### src/rtl/easyaxi_slv_rd_ctrl_pkg.sv
`default_nettype none
// +----------------------------------------------------------------------+
// | easyaxi_slv_rd_ctrl_pkg : AXI widths, response codes and shared types |
// | Revision 1.0                                                          |
// +----------------------------------------------------------------------+
package easyaxi_slv_rd_ctrl_pkg;

   localparam int AXI_ID_WIDTH   = 4;
   localparam int AXI_ADDR_WIDTH = 32;
   localparam int AXI_DATA_WIDTH = 32;

   localparam logic [1:0] AXI_RESP_OKAY   = 2'b00;
   localparam logic [1:0] AXI_RESP_DECERR = 2'b11;

   typedef enum logic [1:0] {
      ST_IDLE = 2'd0,
      ST_WAIT = 2'd1,
      ST_RESP = 2'd2
   } head_state_t;

   typedef struct packed {
      logic [AXI_ID_WIDTH-1:0]   id;
      logic [AXI_ADDR_WIDTH-1:0] addr;
   } ar_entry_t;

   // Zero-extends or truncates an address onto the read data bus.
   function automatic logic [AXI_DATA_WIDTH-1:0] addr_to_data(input logic [AXI_ADDR_WIDTH-1:0] addr);
      return AXI_DATA_WIDTH'(addr);
   endfunction

endpackage
`default_nettype wire

### src/rtl/easyaxi_slv_rd_ctrl_if.sv
`default_nettype none
// +----------------------------------------------------------------------+
// | easyaxi_slv_rd_ctrl_if : AR and R channel bundle with modports        |
// | Revision 1.0                                                          |
// +----------------------------------------------------------------------+
interface easyaxi_slv_rd_ctrl_if;
   import easyaxi_slv_rd_ctrl_pkg::*;

   logic                      axi_slv_arvalid;
   logic                      axi_slv_arready;
   logic [AXI_ID_WIDTH-1:0]   axi_slv_arid;
   logic [AXI_ADDR_WIDTH-1:0] axi_slv_araddr;
   logic                      axi_slv_rvalid;
   logic                      axi_slv_rready;
   logic [AXI_ID_WIDTH-1:0]   axi_slv_rid;
   logic [AXI_DATA_WIDTH-1:0] axi_slv_rdata;
   logic [1:0]                axi_slv_rresp;
   logic                      axi_slv_rlast;

   modport slave (
      input  axi_slv_arvalid, axi_slv_arid, axi_slv_araddr, axi_slv_rready,
      output axi_slv_arready, axi_slv_rvalid, axi_slv_rid, axi_slv_rdata,
             axi_slv_rresp, axi_slv_rlast
   );

   modport master (
      output axi_slv_arvalid, axi_slv_arid, axi_slv_araddr, axi_slv_rready,
      input  axi_slv_arready, axi_slv_rvalid, axi_slv_rid, axi_slv_rdata,
             axi_slv_rresp, axi_slv_rlast
   );
endinterface
`default_nettype wire

### src/rtl/easyaxi_sync_fifo.sv
`default_nettype none
// +----------------------------------------------------------------------+
// | easyaxi_sync_fifo : synchronous FIFO with full/empty flags and count  |
// | Revision 1.0                                                          |
// +----------------------------------------------------------------------+
module easyaxi_sync_fifo #(
   parameter int WIDTH = 8,
   parameter int DEPTH = 4
) (
   input  wire logic                     clk,
   input  wire logic                     rst_n,
   input  wire logic                     push,
   input  wire logic [WIDTH-1:0]         push_data,
   input  wire logic                     pop,
   output logic      [WIDTH-1:0]         pop_data,
   output logic                          full,
   output logic                          empty,
   output logic      [$clog2(DEPTH):0]   count
);
   localparam int AW = $clog2(DEPTH);
   localparam logic [AW:0] PTR_ONE = 1;

   logic [WIDTH-1:0] mem [DEPTH];
   logic [AW:0]      wr_ptr;
   logic [AW:0]      rd_ptr;

   // Extra MSB distinguishes full from empty when the index bits match.
   assign full     = (wr_ptr[AW] != rd_ptr[AW]) && (wr_ptr[AW-1:0] == rd_ptr[AW-1:0]);
   assign empty    = (wr_ptr == rd_ptr);
   assign count    = wr_ptr - rd_ptr;
   assign pop_data = mem[rd_ptr[AW-1:0]];

   always_ff @(posedge clk or negedge rst_n) begin
      if (!rst_n) begin
         wr_ptr <= '0;
         rd_ptr <= '0;
      end else begin
         if (push && !full)
            wr_ptr <= wr_ptr + PTR_ONE;
         if (pop && !empty)
            rd_ptr <= rd_ptr + PTR_ONE;
      end
   end

   always_ff @(posedge clk) begin
      if (push && !full)
         mem[wr_ptr[AW-1:0]] <= push_data;
   end
endmodule
`default_nettype wire

### src/rtl/easyaxi_slv_rd_ctrl.sv
`default_nettype none
// +----------------------------------------------------------------------+
// | easyaxi_slv_rd_ctrl : queued AR requests answered in order on R after |
// | a fixed latency; EASYAXI_SLV_DECERR_EN enables DECERR above ADDR_LIMIT|
// | Revision 1.0                                                          |
// +----------------------------------------------------------------------+
module easyaxi_slv_rd_ctrl
   import easyaxi_slv_rd_ctrl_pkg::*;
#(
   parameter int                        OST_DEPTH  = 4,
   parameter int                        RD_LATENCY = 2,
   parameter logic [AXI_ADDR_WIDTH-1:0] ADDR_LIMIT = 'h1000
) (
   input  wire logic             clk,
   input  wire logic             rst_n,
   input  wire logic             enable,
   easyaxi_slv_rd_ctrl_if.slave  bus
);
   localparam int AW    = $clog2(OST_DEPTH);
   localparam int CNT_W = $clog2(RD_LATENCY) + 1;
   localparam logic [CNT_W-1:0] CNT_LOAD = CNT_W'(RD_LATENCY - 1);
   localparam logic [CNT_W-1:0] CNT_ONE  = 1;

   head_state_t               state, state_nxt;
   logic [CNT_W-1:0]          cnt, cnt_nxt;
   logic                      run;
   logic                      arready, rvalid, push, pop, start, head_next;
   logic                      fifo_full, fifo_empty;
   logic [AW:0]               count, count_nxt;
   ar_entry_t                 push_entry, head;
   logic [1:0]                resp_code;
   logic [AXI_DATA_WIDTH-1:0] resp_data;

   assign push_entry = {bus.axi_slv_arid, bus.axi_slv_araddr};
   assign arready    = enable && run && !fifo_full;
   assign push       = bus.axi_slv_arvalid && arready;
   assign pop        = rvalid && bus.axi_slv_rready;
   assign count_nxt  = count + {{AW{1'b0}}, push} - {{AW{1'b0}}, pop};
   assign head_next  = (count_nxt != '0);

   easyaxi_sync_fifo #(
      .WIDTH ($bits(ar_entry_t)),
      .DEPTH (OST_DEPTH)
   ) u_ar_fifo (
      .clk       (clk),
      .rst_n     (rst_n),
      .push      (push),
      .push_data (push_entry),
      .pop       (pop),
      .pop_data  (head),
      .full      (fifo_full),
      .empty     (fifo_empty),
      .count     (count)
   );

   // Holds arready low until the first edge after reset release.
   always_ff @(posedge clk or negedge rst_n) begin
      if (!rst_n)
         run <= 1'b0;
      else
         run <= 1'b1;
   end

   always_ff @(posedge clk or negedge rst_n) begin
      if (!rst_n) begin
         state <= ST_IDLE;
         cnt   <= '0;
      end else begin
         state <= state_nxt;
         cnt   <= cnt_nxt;
      end
   end

   always_comb begin
      state_nxt = state;
      cnt_nxt   = cnt;
      start     = 1'b0;
      case (state)
         ST_IDLE: start = head_next;
         ST_WAIT: begin
            if (cnt <= CNT_ONE) begin
               state_nxt = ST_RESP;
               cnt_nxt   = '0;
            end else begin
               cnt_nxt = cnt - CNT_ONE;
            end
         end
         ST_RESP: begin
            if (pop) begin
               state_nxt = ST_IDLE;
               start     = head_next;
            end
         end
         default: state_nxt = ST_IDLE;
      endcase
      // A new head starts its latency on the edge it becomes eligible.
      if (start) begin
         if (RD_LATENCY == 1) begin
            state_nxt = ST_RESP;
         end else begin
            state_nxt = ST_WAIT;
            cnt_nxt   = CNT_LOAD;
         end
      end
   end

   always_comb begin
      rvalid    = (state == ST_RESP) && !fifo_empty;
      resp_code = AXI_RESP_OKAY;
      resp_data = addr_to_data(head.addr);
`ifdef EASYAXI_SLV_DECERR_EN
      if (head.addr >= ADDR_LIMIT) begin
         resp_code = AXI_RESP_DECERR;
         resp_data = '0;
      end
`endif
   end

`ifndef EASYAXI_SLV_DECERR_EN
   logic unused_addr_limit;
   assign unused_addr_limit = ^ADDR_LIMIT;
`endif

   assign bus.axi_slv_arready = arready;
   assign bus.axi_slv_rvalid  = rvalid;
   assign bus.axi_slv_rlast   = rvalid;
   assign bus.axi_slv_rid     = rvalid ? head.id : '0;
   assign bus.axi_slv_rdata   = rvalid ? resp_data : '0;
   assign bus.axi_slv_rresp   = rvalid ? resp_code : 2'b00;
endmodule
`default_nettype wire
### src/flat_wrapper.sv
// flat-port wrapper written by rule: the top's interface ports become plain ports
module easyaxi_slv_rd_ctrl_flat import easyaxi_slv_rd_ctrl_pkg::*;
#(
   parameter int                        OST_DEPTH  = 4,
   parameter int                        RD_LATENCY = 2,
   parameter logic [AXI_ADDR_WIDTH-1:0] ADDR_LIMIT = 'h1000
)
  (clk, rst_n, enable, bus_axi_slv_arvalid, bus_axi_slv_arid, bus_axi_slv_araddr, bus_axi_slv_rready, bus_axi_slv_arready, bus_axi_slv_rvalid, bus_axi_slv_rid, bus_axi_slv_rdata, bus_axi_slv_rresp, bus_axi_slv_rlast);
  easyaxi_slv_rd_ctrl_if bus_i ();
  input  wire logic clk;
  input  wire logic rst_n;
  input  wire logic enable;
  input wire logic [$bits(bus_i.axi_slv_arvalid)-1:0] bus_axi_slv_arvalid;
  input wire logic [$bits(bus_i.axi_slv_arid)-1:0] bus_axi_slv_arid;
  input wire logic [$bits(bus_i.axi_slv_araddr)-1:0] bus_axi_slv_araddr;
  input wire logic [$bits(bus_i.axi_slv_rready)-1:0] bus_axi_slv_rready;
  output wire logic [$bits(bus_i.axi_slv_arready)-1:0] bus_axi_slv_arready;
  output wire logic [$bits(bus_i.axi_slv_rvalid)-1:0] bus_axi_slv_rvalid;
  output wire logic [$bits(bus_i.axi_slv_rid)-1:0] bus_axi_slv_rid;
  output wire logic [$bits(bus_i.axi_slv_rdata)-1:0] bus_axi_slv_rdata;
  output wire logic [$bits(bus_i.axi_slv_rresp)-1:0] bus_axi_slv_rresp;
  output wire logic [$bits(bus_i.axi_slv_rlast)-1:0] bus_axi_slv_rlast;
  assign bus_i.axi_slv_arvalid = bus_axi_slv_arvalid;
  assign bus_i.axi_slv_arid = bus_axi_slv_arid;
  assign bus_i.axi_slv_araddr = bus_axi_slv_araddr;
  assign bus_i.axi_slv_rready = bus_axi_slv_rready;
  assign bus_axi_slv_arready = bus_i.axi_slv_arready;
  assign bus_axi_slv_rvalid = bus_i.axi_slv_rvalid;
  assign bus_axi_slv_rid = bus_i.axi_slv_rid;
  assign bus_axi_slv_rdata = bus_i.axi_slv_rdata;
  assign bus_axi_slv_rresp = bus_i.axi_slv_rresp;
  assign bus_axi_slv_rlast = bus_i.axi_slv_rlast;
  easyaxi_slv_rd_ctrl #(.OST_DEPTH(OST_DEPTH), .RD_LATENCY(RD_LATENCY), .ADDR_LIMIT(ADDR_LIMIT)) u_core (.clk(clk), .rst_n(rst_n), .enable(enable), .bus(bus_i));
endmodule
### config.mk
export PLATFORM = sky130hd
export DESIGN_NAME = easyaxi_slv_rd_ctrl_flat
export DESIGN_NICKNAME = d
export VERILOG_FILES = /design/src/rtl/easyaxi_slv_rd_ctrl_pkg.sv /design/src/rtl/easyaxi_slv_rd_ctrl_if.sv /design/src/rtl/easyaxi_sync_fifo.sv /design/src/rtl/easyaxi_slv_rd_ctrl.sv /design/src/flat_wrapper.sv
export SDC_FILE = /design/constraint.sdc
export NUM_CORES = 1
export LEC_CHECK = 0
export ABC_AREA = 1
export CAP_MARGIN = 20
export CORE_ASPECT_RATIO = 0.6
export CORE_UTILIZATION = 55
export CTS_CLUSTER_SIZE = 30
export DETAILED_ROUTE_END_ITERATION = 8
export HOLD_SLACK_MARGIN = 0.06
export PLACE_DENSITY = 0.79
export SETUP_SLACK_MARGIN = 0.1
export SLEW_MARGIN = 20
export SYNTH_ARGS = -nofsm -noshare
export SYNTH_HDL_FRONTEND = slang
export SYNTH_HIERARCHICAL = 1
export SYNTH_SLANG_ARGS = --single-unit
### constraint.sdc
create_clock -name clk -period 4.7 [get_ports clk]
set_clock_uncertainty 0.15 [all_clocks]
set_input_delay 1.175 -clock clk [delete_from_list [all_inputs] [get_ports clk]]
set_output_delay 1.175 -clock clk [all_outputs]
set_load 0.01 [all_outputs]
==> results.cfg <==
[outcome]
outcome = completed

[cells_and_area]
drive_gt1_frac = 0.0732
multi_input_area_um2 = 1480
area_growth_pct = 22.0
final_cell_mix = edfxtp_1 (144), nor2_1 (111), clkdlybuf4s50_1 (79)
n_fill_cell = 805
n_antenna_cell = 0
fin_nets = 667
regArea_um2 = 4600
final_common_cell = edfxtp_1

[grt]
overflow = 0
track_usage = 0.234
antenna_found_initial = 0
grt_max_degree = 76
grt_pass1_vias = 4150
grt_pass1_wl_um = 21000

[synth]
synth_ff_type = edfxtp_1
ys_seq_elements = 155
async_flop_share = 0.0710
ys_types = 27
yosys.area.top_type = edfxtp_1
synth_edf_count = 144
synth_cells = 537
syn-cell-area_um2 = 6540
synth.area.top_cells = edfxtp_1 (66%), nor2_1 (6.5%), dfrtp_1 (4.2%), inv_1 (3.5%), o22ai_1 (3.4%)
synth.avg_cell_area_um2 = 12.2
synth_top_area_frac = 0.662
ys_seq_area_frac = 0.704
yosys_warnings = 6

[detailed_routing]
routed_wl_um = 13200
drc_errors = 0
dr.pass1.iters = 4
vias = 4289
viasPerCell = 5.44
wire_per_inst_um = 16.7
first_iter_violations = 443
antenna_left = 0

[clock_tree]
cts.sinks = 155
clk_pin_slew_ns = 0.06
post_cts_buffers = 0
tritoncts = built
cts-htree-levels = 4
clockRootBuffer = clkbuf_16
clk_latency_ns = 0.42
postCtsHoldBufs = 0
numCtsBuffers = 17
clk_path_buf_depth = 2
cts_resized = 0

[timing]
fin_ws_ns = 0.430
hold_viol = 0
relSlewSlack = 0.380
fmax_ghz = 0.234
period_minus_slack_ns = 4.27
maxSlewViolCount = 0
rsz0062_at_grt = no
tns_ns = 0
fin_crit_sh = 0.909
tightest_slew_ns = 0.928
setup_viol = 0

[hold_path]
hp-class = reg -> reg
holdPathEnd = u_core/state[1]$_DFFE_PN0P_
hp-start = u_core/cnt[1]$_DFFE_PN0P_
holdPathStages = 1

[job]
maxCapViolations = 0

[placed_design]
port_buffers = 79
dp_hpwl_um = 7360
place_congestion = 0.801
dp_slack_ns = 0.858

[floorplanning]
num_rows = 30
coreArea_um2 = 11400
start_util = 0.571
fp.dieH_um = 86.4
die_w_um = 143
dieArea_um2 = 12300
ioPinCount = 82

[setup_path]
critical_path_buf_inv_count = 5
reg2reg_depth = 18
r2r_end = u_core/cnt[1]$_DFFE_PN0P_
crit_path_end_kind = primary output
cp_common_cell = inv_1
worst_path_dominant_cell_family = buffers and inverters
cpPeakStageDelay_ns = 0.57
cp_max_fo = 36
crit_start = u_core/u_ar_fifo/wr_ptr[0]$_DFFE_PN0P_
r2r_slack_ns = 1.37
crit_chain = inv_1 -> ha_1 -> nand2_1 -> inv_1 -> nand3_2 -> inv_1 -> nor3_4 -> inv_2 -> nor2_1 -> clkdlybuf4s50_1
start_kind = register
crit_required_ns = 3.38
critPathKind = reg -> out
r2r_start = u_core/u_ar_fifo/wr_ptr[0]$_DFFE_PN0P_
cpMaxStageDelayCell = clkdlybuf4s50_1
worstPathArrival_ns = 2.95

[pwr]
power_density_nw_per_um2 = 594
p_leak_nw = 2.98
total_power_w = 0.00473
vdd_ir_drop_max_mv = 0.336
power breakdown:
| part | internal, W | switching, W | total [W] |
|---|---|---|---|
| logic | 0.000672 | 0.00108 | 0.00175 |
| registers | 0.00163 | 0.0000529 | 0.00168 |
| clock network | 0.000780 | 0.000520 | 0.00130 |
Yosys cell counts (2+ instances only):
cell type,number
inv_1,61
clkbuf_4,2
buf_6,11
edfxtp_1,144
o21ai_0,35
dfrtp_1,11
o21ai_1,38
nand3_1,11
buf_4,8
buf_2,6
nor2_1,114
nand2_1,35
ha_1,9
conb_1,2
fa_1,2
o22ai_1,36
inv_2,2
worst max-delay path by stage:
stage,endpoint,slack [ns],cells past startpoint
final,bus_axi_slv_rdata[25],0.43,10
after global routing,bus_axi_slv_rdata[21],0.20,10
after CTS,bus_axi_slv_rdata[25],0.39,10
after detailed placement,bus_axi_slv_rdata[25],0.86,10
after global placement,bus_axi_slv_rdata[31],1.02,10
after floorplan,u_core/u_ar_fifo/mem[0][0]$_DFFE_PP_,0.71,4
cells by family after synthesis:
family          after synthesis  synth area share
fa+ha+maj                    11            0.0234
mux                           1           0.00172
flops                       155             0.704
compound gates              109            0.0904
other cells                   2           0.00115
xor+xnor                      2           0.00268
simple gates                165             0.104
buf+inv                      92            0.0735
worst register-to-register path, stage by stage, from the launching register on:
cell and delay [ns]:
dfrtp_1 0.40, inv_1 0.12, ha_1 0.32, nand2_1 0.07
inv_1 0.08, nand3_2 0.11, inv_1 0.09, nor3_4 0.23
nand2_1 0.13, inv_1 0.18, ha_1 0.26, inv_1 0.06
ha_1 0.15, fa_1 0.41, nor2_1 0.10, nand3_1 0.11
nand2_1 0.14, nand3_1 0.09, nand2_1 0.07
area by class of cell:
class | count | share of cell area
multi-input cells | 291 | 0.186
clock inverters | 11 | 0.0151
clock buffers | 21 | 0.0552
well taps | 160 | 0.0251
inverters | 64 | 0.0311
repair buffers | 86 | 0.110
flip-flops and latches | 155 | 0.577
layer usage:
layer	up-vias	global-route usage	share of wire
met5	-	0	0
li1	2010	-	-
met1	2104	0.314	0.45
met4	0	0.103	0.017
met3	22	0.0448	0.062
met2	153	0.381	0.47
sequential cells by signal, indices dropped and copies added (netlist names):
signal / flops
u_core/cnt: 2
u_core/run: 1
u_core/state: 2
u_core/u_ar_fifo/mem: 144
u_core/u_ar_fifo/rd_ptr: 3
u_core/u_ar_fifo/wr_ptr: 3
through the flow:
step | area, µm² | util | hold slack [ns] | instances
after floorplan | 6540 | - | 0.330 | 538
after global placement | 7410 | 0.647 | 0.357 | 756
after detailed placement | 7410 | 0.647 | 0.362 | 756
after CTS | 7970 | 0.696 | 0.380 | 788
after global routing | 7970 | 0.696 | 0.417 | 788
final | 7970 | 0.696 | 0.376 | 788
No activity file was read; power rests on OpenSTA's default activity.
